$ cat src/rtl/trace_sched_pkg.sv
// Shared types and widths for the wallet trace scheduler.
package trace_sched_pkg;

   localparam int unsigned TS_W    = 31;
   localparam int unsigned VAL_W   = 20;
   localparam int unsigned METH_W  = 2;
   localparam int unsigned SCORE_W = 7;
   localparam int unsigned CNT_W   = 5;

   typedef enum logic [1:0] {
      IDLE   = 2'd0,
      STREAM = 2'd1,
      DRAIN  = 2'd2,
      REPORT = 2'd3
   } state_t;

   // One offered transaction from a requester.
   typedef struct packed {
      logic [TS_W-1:0]   ts;
      logic              dir_in;
      logic [METH_W-1:0] method;
      logic [VAL_W-1:0]  value;
      logic              last;
   } req_tx_t;

endpackage

$ cat src/rtl/trace_scheduler_if.sv
// Requester, engine and result signals of the trace scheduler.
interface trace_scheduler_if;
   import trace_sched_pkg::*;

   logic                req_valid_0;
   logic                req_valid_1;
   logic                req_ready_0;
   logic                req_ready_1;
   req_tx_t             req_0;
   req_tx_t             req_1;

   logic                eng_valid;
   logic [TS_W-1:0]     eng_time_stamp;
   logic                eng_in;
   logic [METH_W-1:0]   eng_method_field;
   logic [VAL_W-1:0]    eng_value;
   logic                eng_new_wallet;
   logic [SCORE_W-1:0]  eng_confidence_score;

   logic                res_valid;
   logic                res_ready;
   logic                res_id;
   logic [SCORE_W-1:0]  res_score;
   logic [CNT_W-1:0]    res_count;
   logic                res_trunc;
   logic                res_order_err;

   // Environment side: offers transactions, supplies scores, consumes results.
   modport master (
      output req_valid_0, req_valid_1, req_0, req_1, eng_confidence_score, res_ready,
      input  req_ready_0, req_ready_1, eng_valid, eng_time_stamp, eng_in,
             eng_method_field, eng_value, eng_new_wallet,
             res_valid, res_id, res_score, res_count, res_trunc, res_order_err
   );

   // Scheduler side.
   modport slave (
      input  req_valid_0, req_valid_1, req_0, req_1, eng_confidence_score, res_ready,
      output req_ready_0, req_ready_1, eng_valid, eng_time_stamp, eng_in,
             eng_method_field, eng_value, eng_new_wallet,
             res_valid, res_id, res_score, res_count, res_trunc, res_order_err
   );

endinterface

$ cat src/rtl/trace_rr_arbiter.sv
// Two-way round-robin arbiter; the pointer requester wins ties.
module trace_rr_arbiter (
   input  logic       clk,
   input  logic       rst,
   input  logic [1:0] req,
   input  logic       advance,
   input  logic       served_id,
   output logic       grant_id_c
);

   logic ptr;

   // After a served trace the other requester gets priority.
   always_ff @(posedge clk) begin
      if (rst) begin
         ptr <= 1'b0;
      end else if (advance) begin
         ptr <= ~served_id;
      end
   end

   assign grant_id_c = req[ptr] ? ptr : ~ptr;

endmodule

$ cat src/rtl/trace_scheduler.sv
// Streams one requester's wallet trace at a time into the tracing engine
// and reports the captured confidence score with trace statistics.
module trace_scheduler
   import trace_sched_pkg::*;
#(
   parameter int unsigned SCORE_LAT = 2,
   parameter int unsigned MAX_TX    = 16
) (
   input  logic              clk,
   input  logic              rst,
   trace_scheduler_if.slave  bus
);

   localparam int unsigned DRN_W = $clog2(SCORE_LAT + 2);

   state_t             state, state_d;
   logic               cur_id, cur_id_d;
   logic [CNT_W-1:0]   count, count_d;
   logic [TS_W-1:0]    prev_ts, prev_ts_d;
   logic               order_err, order_err_d;
   logic               trunc, trunc_d;
   logic [DRN_W-1:0]   drain_cnt, drain_cnt_d;

   logic               ready0_q, ready0_d, ready1_q, ready1_d;
   logic               eng_valid_q, eng_valid_d, eng_new_q, eng_new_d;
   logic [TS_W-1:0]    eng_ts_q, eng_ts_d;
   logic               eng_in_q, eng_in_d;
   logic [METH_W-1:0]  eng_meth_q, eng_meth_d;
   logic [VAL_W-1:0]   eng_val_q, eng_val_d;
   logic               res_valid_q, res_valid_d, res_id_q, res_id_d;
   logic [SCORE_W-1:0] res_score_q, res_score_d;
   logic [CNT_W-1:0]   res_count_q, res_count_d;
   logic               res_trunc_q, res_trunc_d, res_err_q, res_err_d;

   req_tx_t            sel_tx_c;
   logic               sel_valid_c, sel_ready_c, accept_c, handshake_c, grant_id_c;
   logic [CNT_W-1:0]   count_inc_c;

   assign sel_tx_c    = cur_id ? bus.req_1 : bus.req_0;
   assign sel_valid_c = cur_id ? bus.req_valid_1 : bus.req_valid_0;
   assign sel_ready_c = cur_id ? ready1_q : ready0_q;
   assign accept_c    = (state == STREAM) && sel_valid_c && sel_ready_c;
   assign handshake_c = (state == REPORT) && bus.res_ready;
   assign count_inc_c = count + CNT_W'(1);

   trace_rr_arbiter u_arb (
      .clk        (clk),
      .rst        (rst),
      .req        ({bus.req_valid_1, bus.req_valid_0}),
      .advance    (handshake_c),
      .served_id  (cur_id),
      .grant_id_c (grant_id_c)
   );

   // Next-state and next-output logic; every register is computed here.
   always_comb begin
      state_d     = state;
      cur_id_d    = cur_id;
      count_d     = count;
      prev_ts_d   = prev_ts;
      order_err_d = order_err;
      trunc_d     = trunc;
      drain_cnt_d = drain_cnt;
      eng_valid_d = 1'b0;
      eng_new_d   = 1'b0;
      eng_ts_d    = eng_ts_q;
      eng_in_d    = eng_in_q;
      eng_meth_d  = eng_meth_q;
      eng_val_d   = eng_val_q;
      res_valid_d = res_valid_q;
      res_id_d    = res_id_q;
      res_score_d = res_score_q;
      res_count_d = res_count_q;
      res_trunc_d = res_trunc_q;
      res_err_d   = res_err_q;

      case (state)
         IDLE: begin
            if (bus.req_valid_0 || bus.req_valid_1) begin
               cur_id_d = grant_id_c;
               state_d  = STREAM;
            end
         end
         STREAM: begin
            if (accept_c) begin
               eng_valid_d = 1'b1;
               eng_ts_d    = sel_tx_c.ts;
               eng_in_d    = sel_tx_c.dir_in;
               eng_meth_d  = sel_tx_c.method;
               eng_val_d   = sel_tx_c.value;
               prev_ts_d   = sel_tx_c.ts;
               count_d     = count_inc_c;
               // Equal timestamps are legal; only a strict decrease flags.
               if ((count != '0) && (sel_tx_c.ts < prev_ts)) begin
                  order_err_d = 1'b1;
               end
               if (sel_tx_c.last || (count_inc_c == CNT_W'(MAX_TX))) begin
                  eng_new_d   = 1'b1;
                  trunc_d     = ~sel_tx_c.last;
                  drain_cnt_d = '0;
                  state_d     = DRAIN;
               end
            end
         end
         DRAIN: begin
            drain_cnt_d = drain_cnt + DRN_W'(1);
            if (drain_cnt == DRN_W'(SCORE_LAT)) begin
               res_valid_d = 1'b1;
               res_id_d    = cur_id;
               res_score_d = bus.eng_confidence_score;
               res_count_d = count;
               res_trunc_d = trunc;
               res_err_d   = order_err;
               state_d     = REPORT;
            end
         end
         REPORT: begin
            if (bus.res_ready) begin
               res_valid_d = 1'b0;
               count_d     = '0;
               order_err_d = 1'b0;
               trunc_d     = 1'b0;
               state_d     = IDLE;
            end
         end
         default: state_d = IDLE;
      endcase

      // Ready is registered from the next state, so res_ready never reaches it combinationally.
      ready0_d = (state_d == STREAM) && !cur_id_d;
      ready1_d = (state_d == STREAM) && cur_id_d;
   end

   always_ff @(posedge clk) begin
      if (rst) begin
         state       <= IDLE;
         cur_id      <= 1'b0;
         count       <= '0;
         prev_ts     <= '0;
         order_err   <= 1'b0;
         trunc       <= 1'b0;
         drain_cnt   <= '0;
         ready0_q    <= 1'b0;
         ready1_q    <= 1'b0;
         eng_valid_q <= 1'b0;
         eng_new_q   <= 1'b0;
         eng_ts_q    <= '0;
         eng_in_q    <= 1'b0;
         eng_meth_q  <= '0;
         eng_val_q   <= '0;
         res_valid_q <= 1'b0;
         res_id_q    <= 1'b0;
         res_score_q <= '0;
         res_count_q <= '0;
         res_trunc_q <= 1'b0;
         res_err_q   <= 1'b0;
      end else begin
         state       <= state_d;
         cur_id      <= cur_id_d;
         count       <= count_d;
         prev_ts     <= prev_ts_d;
         order_err   <= order_err_d;
         trunc       <= trunc_d;
         drain_cnt   <= drain_cnt_d;
         ready0_q    <= ready0_d;
         ready1_q    <= ready1_d;
         eng_valid_q <= eng_valid_d;
         eng_new_q   <= eng_new_d;
         eng_ts_q    <= eng_ts_d;
         eng_in_q    <= eng_in_d;
         eng_meth_q  <= eng_meth_d;
         eng_val_q   <= eng_val_d;
         res_valid_q <= res_valid_d;
         res_id_q    <= res_id_d;
         res_score_q <= res_score_d;
         res_count_q <= res_count_d;
         res_trunc_q <= res_trunc_d;
         res_err_q   <= res_err_d;
      end
   end

   assign bus.req_ready_0      = ready0_q;
   assign bus.req_ready_1      = ready1_q;
   assign bus.eng_valid        = eng_valid_q;
   assign bus.eng_new_wallet   = eng_new_q;
   assign bus.eng_time_stamp   = eng_ts_q;
   assign bus.eng_in           = eng_in_q;
   assign bus.eng_method_field = eng_meth_q;
   assign bus.eng_value        = eng_val_q;
   assign bus.res_valid        = res_valid_q;
   assign bus.res_id           = res_id_q;
   assign bus.res_score        = res_score_q;
   assign bus.res_count        = res_count_q;
   assign bus.res_trunc        = res_trunc_q;
   assign bus.res_order_err    = res_err_q;

endmodule

$ cat src/flat_wrapper.sv
// flat-port wrapper written by rule: the top's interface ports become plain ports
module trace_scheduler_flat import trace_sched_pkg::*;
#(
   parameter int unsigned SCORE_LAT = 2,
   parameter int unsigned MAX_TX    = 16
)
  (clk, rst, bus_req_valid_0, bus_req_valid_1, bus_req_0, bus_req_1, bus_eng_confidence_score, bus_res_ready, bus_req_ready_0, bus_req_ready_1, bus_eng_valid, bus_eng_time_stamp, bus_eng_in, bus_eng_method_field, bus_eng_value, bus_eng_new_wallet, bus_res_valid, bus_res_id, bus_res_score, bus_res_count, bus_res_trunc, bus_res_order_err);
  trace_scheduler_if bus_i ();
  input  logic clk;
  input  logic rst;
  input wire logic [$bits(bus_i.req_valid_0)-1:0] bus_req_valid_0;
  input wire logic [$bits(bus_i.req_valid_1)-1:0] bus_req_valid_1;
  input wire logic [$bits(bus_i.req_0)-1:0] bus_req_0;
  input wire logic [$bits(bus_i.req_1)-1:0] bus_req_1;
  input wire logic [$bits(bus_i.eng_confidence_score)-1:0] bus_eng_confidence_score;
  input wire logic [$bits(bus_i.res_ready)-1:0] bus_res_ready;
  output wire logic [$bits(bus_i.req_ready_0)-1:0] bus_req_ready_0;
  output wire logic [$bits(bus_i.req_ready_1)-1:0] bus_req_ready_1;
  output wire logic [$bits(bus_i.eng_valid)-1:0] bus_eng_valid;
  output wire logic [$bits(bus_i.eng_time_stamp)-1:0] bus_eng_time_stamp;
  output wire logic [$bits(bus_i.eng_in)-1:0] bus_eng_in;
  output wire logic [$bits(bus_i.eng_method_field)-1:0] bus_eng_method_field;
  output wire logic [$bits(bus_i.eng_value)-1:0] bus_eng_value;
  output wire logic [$bits(bus_i.eng_new_wallet)-1:0] bus_eng_new_wallet;
  output wire logic [$bits(bus_i.res_valid)-1:0] bus_res_valid;
  output wire logic [$bits(bus_i.res_id)-1:0] bus_res_id;
  output wire logic [$bits(bus_i.res_score)-1:0] bus_res_score;
  output wire logic [$bits(bus_i.res_count)-1:0] bus_res_count;
  output wire logic [$bits(bus_i.res_trunc)-1:0] bus_res_trunc;
  output wire logic [$bits(bus_i.res_order_err)-1:0] bus_res_order_err;
  assign bus_i.req_valid_0 = bus_req_valid_0;
  assign bus_i.req_valid_1 = bus_req_valid_1;
  assign bus_i.req_0 = bus_req_0;
  assign bus_i.req_1 = bus_req_1;
  assign bus_i.eng_confidence_score = bus_eng_confidence_score;
  assign bus_i.res_ready = bus_res_ready;
  assign bus_req_ready_0 = bus_i.req_ready_0;
  assign bus_req_ready_1 = bus_i.req_ready_1;
  assign bus_eng_valid = bus_i.eng_valid;
  assign bus_eng_time_stamp = bus_i.eng_time_stamp;
  assign bus_eng_in = bus_i.eng_in;
  assign bus_eng_method_field = bus_i.eng_method_field;
  assign bus_eng_value = bus_i.eng_value;
  assign bus_eng_new_wallet = bus_i.eng_new_wallet;
  assign bus_res_valid = bus_i.res_valid;
  assign bus_res_id = bus_i.res_id;
  assign bus_res_score = bus_i.res_score;
  assign bus_res_count = bus_i.res_count;
  assign bus_res_trunc = bus_i.res_trunc;
  assign bus_res_order_err = bus_i.res_order_err;
  trace_scheduler #(.SCORE_LAT(SCORE_LAT), .MAX_TX(MAX_TX)) u_core (.clk(clk), .rst(rst), .bus(bus_i));
endmodule
$ cat config.mk
export PLATFORM = sky130hd
export DESIGN_NAME = trace_scheduler_flat
export DESIGN_NICKNAME = d
export VERILOG_FILES = /design/src/rtl/trace_sched_pkg.sv /design/src/rtl/trace_scheduler_if.sv /design/src/rtl/trace_rr_arbiter.sv /design/src/rtl/trace_scheduler.sv /design/src/flat_wrapper.sv
export SDC_FILE = /design/constraint.sdc
export NUM_CORES = 1
export LEC_CHECK = 0
export BUFFER_PORTS_ARGS = -buffer_cell sky130_fd_sc_hd__buf_2
export CAP_MARGIN = 30
export CORE_MARGIN = 5
export CORE_UTILIZATION = 50
export CTS_CLUSTER_DIAMETER = 60
export DETAILED_ROUTE_END_ITERATION = 10
export PLACE_DENSITY = 0.83
export SYNTH_ARGS = -nofsm -noshare
export SYNTH_HDL_FRONTEND = slang
export SYNTH_SLANG_ARGS = --single-unit
$ cat constraint.sdc
create_clock -name clk -period 6.16 [get_ports clk]
set_clock_uncertainty 0.1 [all_clocks]
set_input_delay 1.848 -clock clk [delete_from_list [all_inputs] [get_ports clk]]
set_output_delay 1.848 -clock clk [all_outputs]
set_load 0.05 [all_outputs]
Yosys cells after proc, flatten, opt, wreduce, memory -nomap -nowiden
Cells that the tools add are included.
W data, S select, Z words.
- output and inout port bits: 74
- register bits after elaboration: 87
- logic and storage cells: 95
- bits of input ports: 122
- add/subtract/negate cells: 2
- bitwise logic cells: 5
- muxes and demuxes: 31
- $lt $le $gt $ge: 2
- equal/unequal tests: 11
- reductions and logical operators: 23
- operators with widths (kind ; count):
    $mux W55 ; 1
    $lt A31 B31 Y1 ; 1
    $mux W1 ; 15
    $mux W2 ; 7
    $mux W5 ; 2
    $pmux W5 S2 ; 1
    $reduce_and A3 Y1 ; 3
    $pmux W2 S4 ; 1
    $reduce_and A4 Y1 ; 2
    $eq A2 B2 Y1 const B ; 3
    $logic_and A1 B1 Y1 ; 6
    $ne A2 B2 Y1 const B ; 3
    $pmux W1 S2 ; 3
    $reduce_bool A2 Y1 ; 3
    $add A5 B1 Y5 const B ; 1
    $eq A5 B5 Y1 const B ; 1
    $not A1 Y1 ; 5
    $reduce_bool A5 Y1 ; 1
    $eq A2 B1 Y1 const B ; 2
    $ne A2 B1 Y1 const B ; 2
    $pmux W2 S2 ; 1
    $reduce_and A2 Y1 ; 2
    $reduce_or A3 Y1 ; 1
    $add A2 B1 Y2 const B ; 1
    other kinds (5) ; 6

Depth between registers and ports, before layout
- depth after elaboration: 8
- gate-level depth with buffers: 11

Hierarchy
A second synthesis with hierarchy kept.
- cell total of the unflattened synthesis: 550
- area total of the unflattened synthesis: 4644.5 µm²
- by module, submodules not included (module ; cells an instance ; area an instance (µm²) ; times used ; seq. area each (µm²)):
    trace_scheduler ; 545 ; 4594.4 ; 1 ; 1721.7
    trace_rr_arbiter ; 5 ; 50.0 ; 1 ; 20.0

Worst setup path after synthesis
Ideal clock, no wire load.
- path type: input to register
- start point: in bus_req_1[54]
- end point: reg u_core.order_err
- data arrival time: 3702 ps
- library setup time: 127 ps
- data required time: 5933 ps
- stages: 7
- path slack: 2231 ps
- buffers on the path: 0
- cells stage by stage: mux2_2 ha_1 nand4_2 or4_4 a311oi_2 mux2i_1 or3_1
- word-level cells in the longest chain between the ends: 5
- ends and longest elaborated chain (item ; RTL line ; RTL):
    start, declared ; flat_wrapper.sv:14 ; input wire logic [$bits(bus_i.req_1)-1:0] bus_req_1;
    $mux W55 ; trace_scheduler.sv:39 ; assign sel_tx_c = cur_id ? bus.req_1 : bus.req_0;
    $lt A31 B31 Y1 ; trace_scheduler.sv:94 ; if ((count != '0) && (sel_tx_c.ts < prev_ts)) begin
    $logic_and A1 B1 Y1 ; trace_scheduler.sv:94 ;
    $ne A2 B2 Y1 (no line) ; -- ;
    $reduce_and A4 Y1 (no line) ; -- ;
    end signal, assigned ; trace_scheduler.sv:162 ; order_err <= order_err_d;
    end, declared ; trace_scheduler.sv:20 ; logic order_err, order_err_d;
Every way passes these cells.
A chain may end at the register's enable or synchronous reset.

==> summary.txt <==
STA
  • Fin worst setup slack: 2.310 ns
  • Final worst path period share: 0.6250
  • Final Setup Violations: 0
  • Worst-case headroom to the max-slew limit: 0.3169
  • Hold Fails Final Rpt: 0
  • Hold_ws: 0.3574 ns
  • Pins Over Slew Limit: 0
  • Slew @ Worst Pin: 1.022 ns
  • Min cycle time layout: 3.850 ns
  • FMAX: 0.2598 GHz
  • RSZ-0062 raised after global routing: no
  • Fin Setup TNS: 0 ns

Final layout
  • Final nets: 902
  • Fillers: 799
  • FF+latch area: 1743 um^2
  • Multi-input combinational cell area: 2694 um^2
  • Fin util: 0.6482
  • ANT cells: 0
  • Synth-to-Final Area Change: 26.37%
  • Share of layout cells above drive strength 1: 0.3454

Logic synthesis
  • Syn. warnings: 0
  • Post-Synthesis Cells: 569
  • Synthesized area: 4740 um^2
  • Register bit total from synthesis: 87
  • Syn nets: 729
  • Most used flip-flop cell after synthesis: dfxtp_1
  • FFs w/ async S/R, synth: 0
  • Distinct cells, synth: 47
  • Post-synth EDFFs: 0
  • Seq/Total Area, Yosys: 0.3675
  • Syn_area_per_cell: 8.330 um^2

Floorplanning
  • Rows: 35
  • Initial Utilization: 0.5129
  • Die height: 107.4 um
  • Die Wd: 107.4 um
  • Top Ports: 196
  • Die area: 11530 um^2
  • Core area: 9240 um^2

GRT
  • Pin count of the biggest net entering global routing: 72
  • Via count of the first global-routing pass: 4568
  • Total GRT Usage: 0.2163
  • Antenna violations before repair: 0
  • Overflow after GRT: 0
  • First-pass GRT wire length: 20.49 mm

Worst setup path
  • Required time of the critical path: 6.30 ns
  • FF-to-FF End: u_core.order_err$_SDFFE_PP0P_
  • Crit Path Class: in2reg
  • Critical Path Fanout Max: 3
  • CP Data Arrival Time: 3.99 ns
  • Cells on worst reg2reg path: 8
  • Worst R2R Start: u_core.cur_id$_SDFF_PP0_
  • CP startpoint kind: input pin
  • Critical Path Source: bus_req_1[54]
  • CP endpoint kind: register
  • Reg2reg setup slack: 2.51 ns

Drt
  • Vias/cell: 5.258
  • Total wire length: 12.65 mm
  • Initial DRC count: 124
  • Drc violations: 0
  • Pre-antenna DRT Iters: 4
  • Detail Route Antenna Nets: 0
  • Vias: 4606
  • Detailed-route wire length per cell: 14.43 um

Power
  • Power per cell area: 227.3 nW/um^2
  • Flop pwr share: 0.440
  • Cell Int Power: 0.9487 mW
  • Sw power: 0.4129 mW
  • Comb pwr share: 0.225
  • Leakage power: 2.661 nW
  • Clock group share of total power: 0.335
  • Max IR drop VDD: 0.0001026 V
  • Switching Fraction: 0.3033
  • Total Power: 1.362 mW

Min path
  • Worst Hold End: u_core.bus.res_trunc$_SDFFE_PP0P_
  • Worst Hold Class: reg2reg
  • Hold Path Stages: 2
  • Worst hold start: u_core.bus.res_trunc$_SDFFE_PP0P_

Clock tree
  • CTS max path bufs: 2
  • Clock Latency Late Sink: 0.35 ns
  • Clock tree from TritonCTS: done
  • # hold bufs at CTS: 0
  • TritonCTS buffer count: 9
  • Post_cts resized: 0
  • Worst-path clk slew: 0.10 ns
  • Post-CTS setup buffers: 0
  • H-tree levels: 3
  • Num Clock Sinks: 87
  • Root Buffer: clkbuf_8

Outcome
  • Status: complete, no violations

Place
  • HPWL Detailed: 9.935 mm
  • GP Congestion: 0.8913
  • Number of buffers added on ports: 195
  • Pre-CTS WS: 1.956 ns

Run
  • Max Cap Viol: 0
## worst max-delay path by stage
| stage | endpoint | slack, ns |
|---|---|---|
| floorplan | u_core.order_err$_SDFFE_PP0P_ | 2.23 |
| global placement | u_core.order_err$_SDFFE_PP0P_ | 2.01 |
| detailed placement | u_core.order_err$_SDFFE_PP0P_ | 1.96 |
| CTS | u_core.order_err$_SDFFE_PP0P_ | 2.32 |
| global route | u_core.order_err$_SDFFE_PP0P_ | 2.22 |
| finish | u_core.order_err$_SDFFE_PP0P_ | 2.31 |
## worst max-delay path, stage by stage
cell and delay (ns):
buf_2 0.10, mux2_2 0.29, ha_1 0.36, nand4_2 0.15, or4_4 0.56, a311oi_2 0.24
mux2i_1 0.10, or3_1 0.35
## cell type report
cell class,count,area share
Multi-Input combinational cell,406,0.4498
Sequential cell,87,0.2910
Timing Repair Buffer,198,0.1688
Tap cell,129,0.02695
Inverter,40,0.02507
Clock buffer,10,0.02298
Clock inverter,6,0.01546
## sequential cells by signal (all words and copies together), names as in the netlist
signal and cells:
u_core.count 5, u_core.bus.res_score 7, u_core.trunc 1, u_core.bus.res_order_err 1, u_core.bus.eng_in 1, u_core.bus.res_id 1, u_core.bus.eng_value 20, u_core.bus.eng_method_field 2
u_core.cur_id 1, u_core.bus.res_trunc 1, u_core.bus.eng_new_wallet 1, u_core.bus.res_valid 1, u_core.state 2, u_core.prev_ts 31, u_core.bus.res_count 5, u_core.bus.req_ready_1 1
u_core.bus.req_ready_0 1, u_core.drain_cnt 2, u_core.bus.eng_valid 1, u_core.u_arb.ptr 1, u_core.order_err 1
## power groups by stage
| stage | clock [mW] | sequential (mW) | combinational, mW |
|---|---|---|---|
| finish | 0.457 | 0.599 | 0.306 |
| floorplan | 0 | 0.652 | 0.174 |
| global route | 0.490 | 0.602 | 0.337 |
| CTS | 0.464 | 0.599 | 0.308 |
| global placement | 0 | 0.611 | 0.293 |
| detailed placement | 0 | 0.612 | 0.306 |
## cells in the final DEF, fill, tap and decap left out, types with 3 or more instances in the layout
| cell | netlist | layout |
|---|---|---|
| mux2_2 | 30 | 30 |
| nor2b_1 | 6 | 6 |
| dfxtp_1 | 87 | 86 |
| a21oi_1 | 70 | 69 |
| buf_2 | 6 | 195 |
| a211oi_1 | 25 | 25 |
| nor3_1 | 3 | 3 |
| mux2i_1 | 29 | 29 |
| nand2_1 | 44 | 44 |
| o21ai_0 | 12 | 12 |
| inv_1 | 40 | 40 |
| ha_1 | 38 | 38 |
| nand3_1 | 5 | 5 |
| clkbuf_8 | 0 | 10 |
| a31oi_1 | 3 | 3 |
| nor2_1 | 102 | 102 |
| nand4_1 | 6 | 6 |
## Yosys cell counts (3+ instances only)
library cell,count,area share
a21oi_1,70,0.074
buf_6,3,0.0071
clkbuf_1,25,0.020
dfxtp_1,87,0.37
buf_2,6,0.0063
a211oi_1,25,0.040
mux2_2,30,0.071
inv_1,40,0.032
o21ai_0,12,0.013
nor2b_1,6,0.0079
nand2_1,44,0.035
nand4_1,6,0.0079
nor2_1,102,0.081
mux2i_1,29,0.061
nor3_1,3,0.0032
a31oi_1,3,0.0040
nand3_1,5,0.0053
ha_1,38,0.10
## metrics by stage
step | cell area, um^2 | cells
finish | 5989 | 876
global route | 5989 | 876
CTS | 5989 | 876
detailed placement | 5759 | 860
global placement | 5759 | 860
floorplan | 4740 | 569
## cell families after synthesis
logic type,synth area share
buffers and inverters,0.06653
AOI/OAI and AO/OA,0.1600
adders and majority gates,0.1003
muxes,0.1325
and+or+nand+nor,0.1732
DFF,0.3675
## per-layer routing
metal  global-route usage  vias to the layer above  part of all wire
met5                    0                        -                 0
met1               0.2486                     2134              0.41
met4              0.07214                        0             0.019
met2               0.3919                      156              0.49
li1                     -                     2297                 -
met3              0.05159                       19             0.084
No activity file was read; power rests on OpenSTA's default activity.
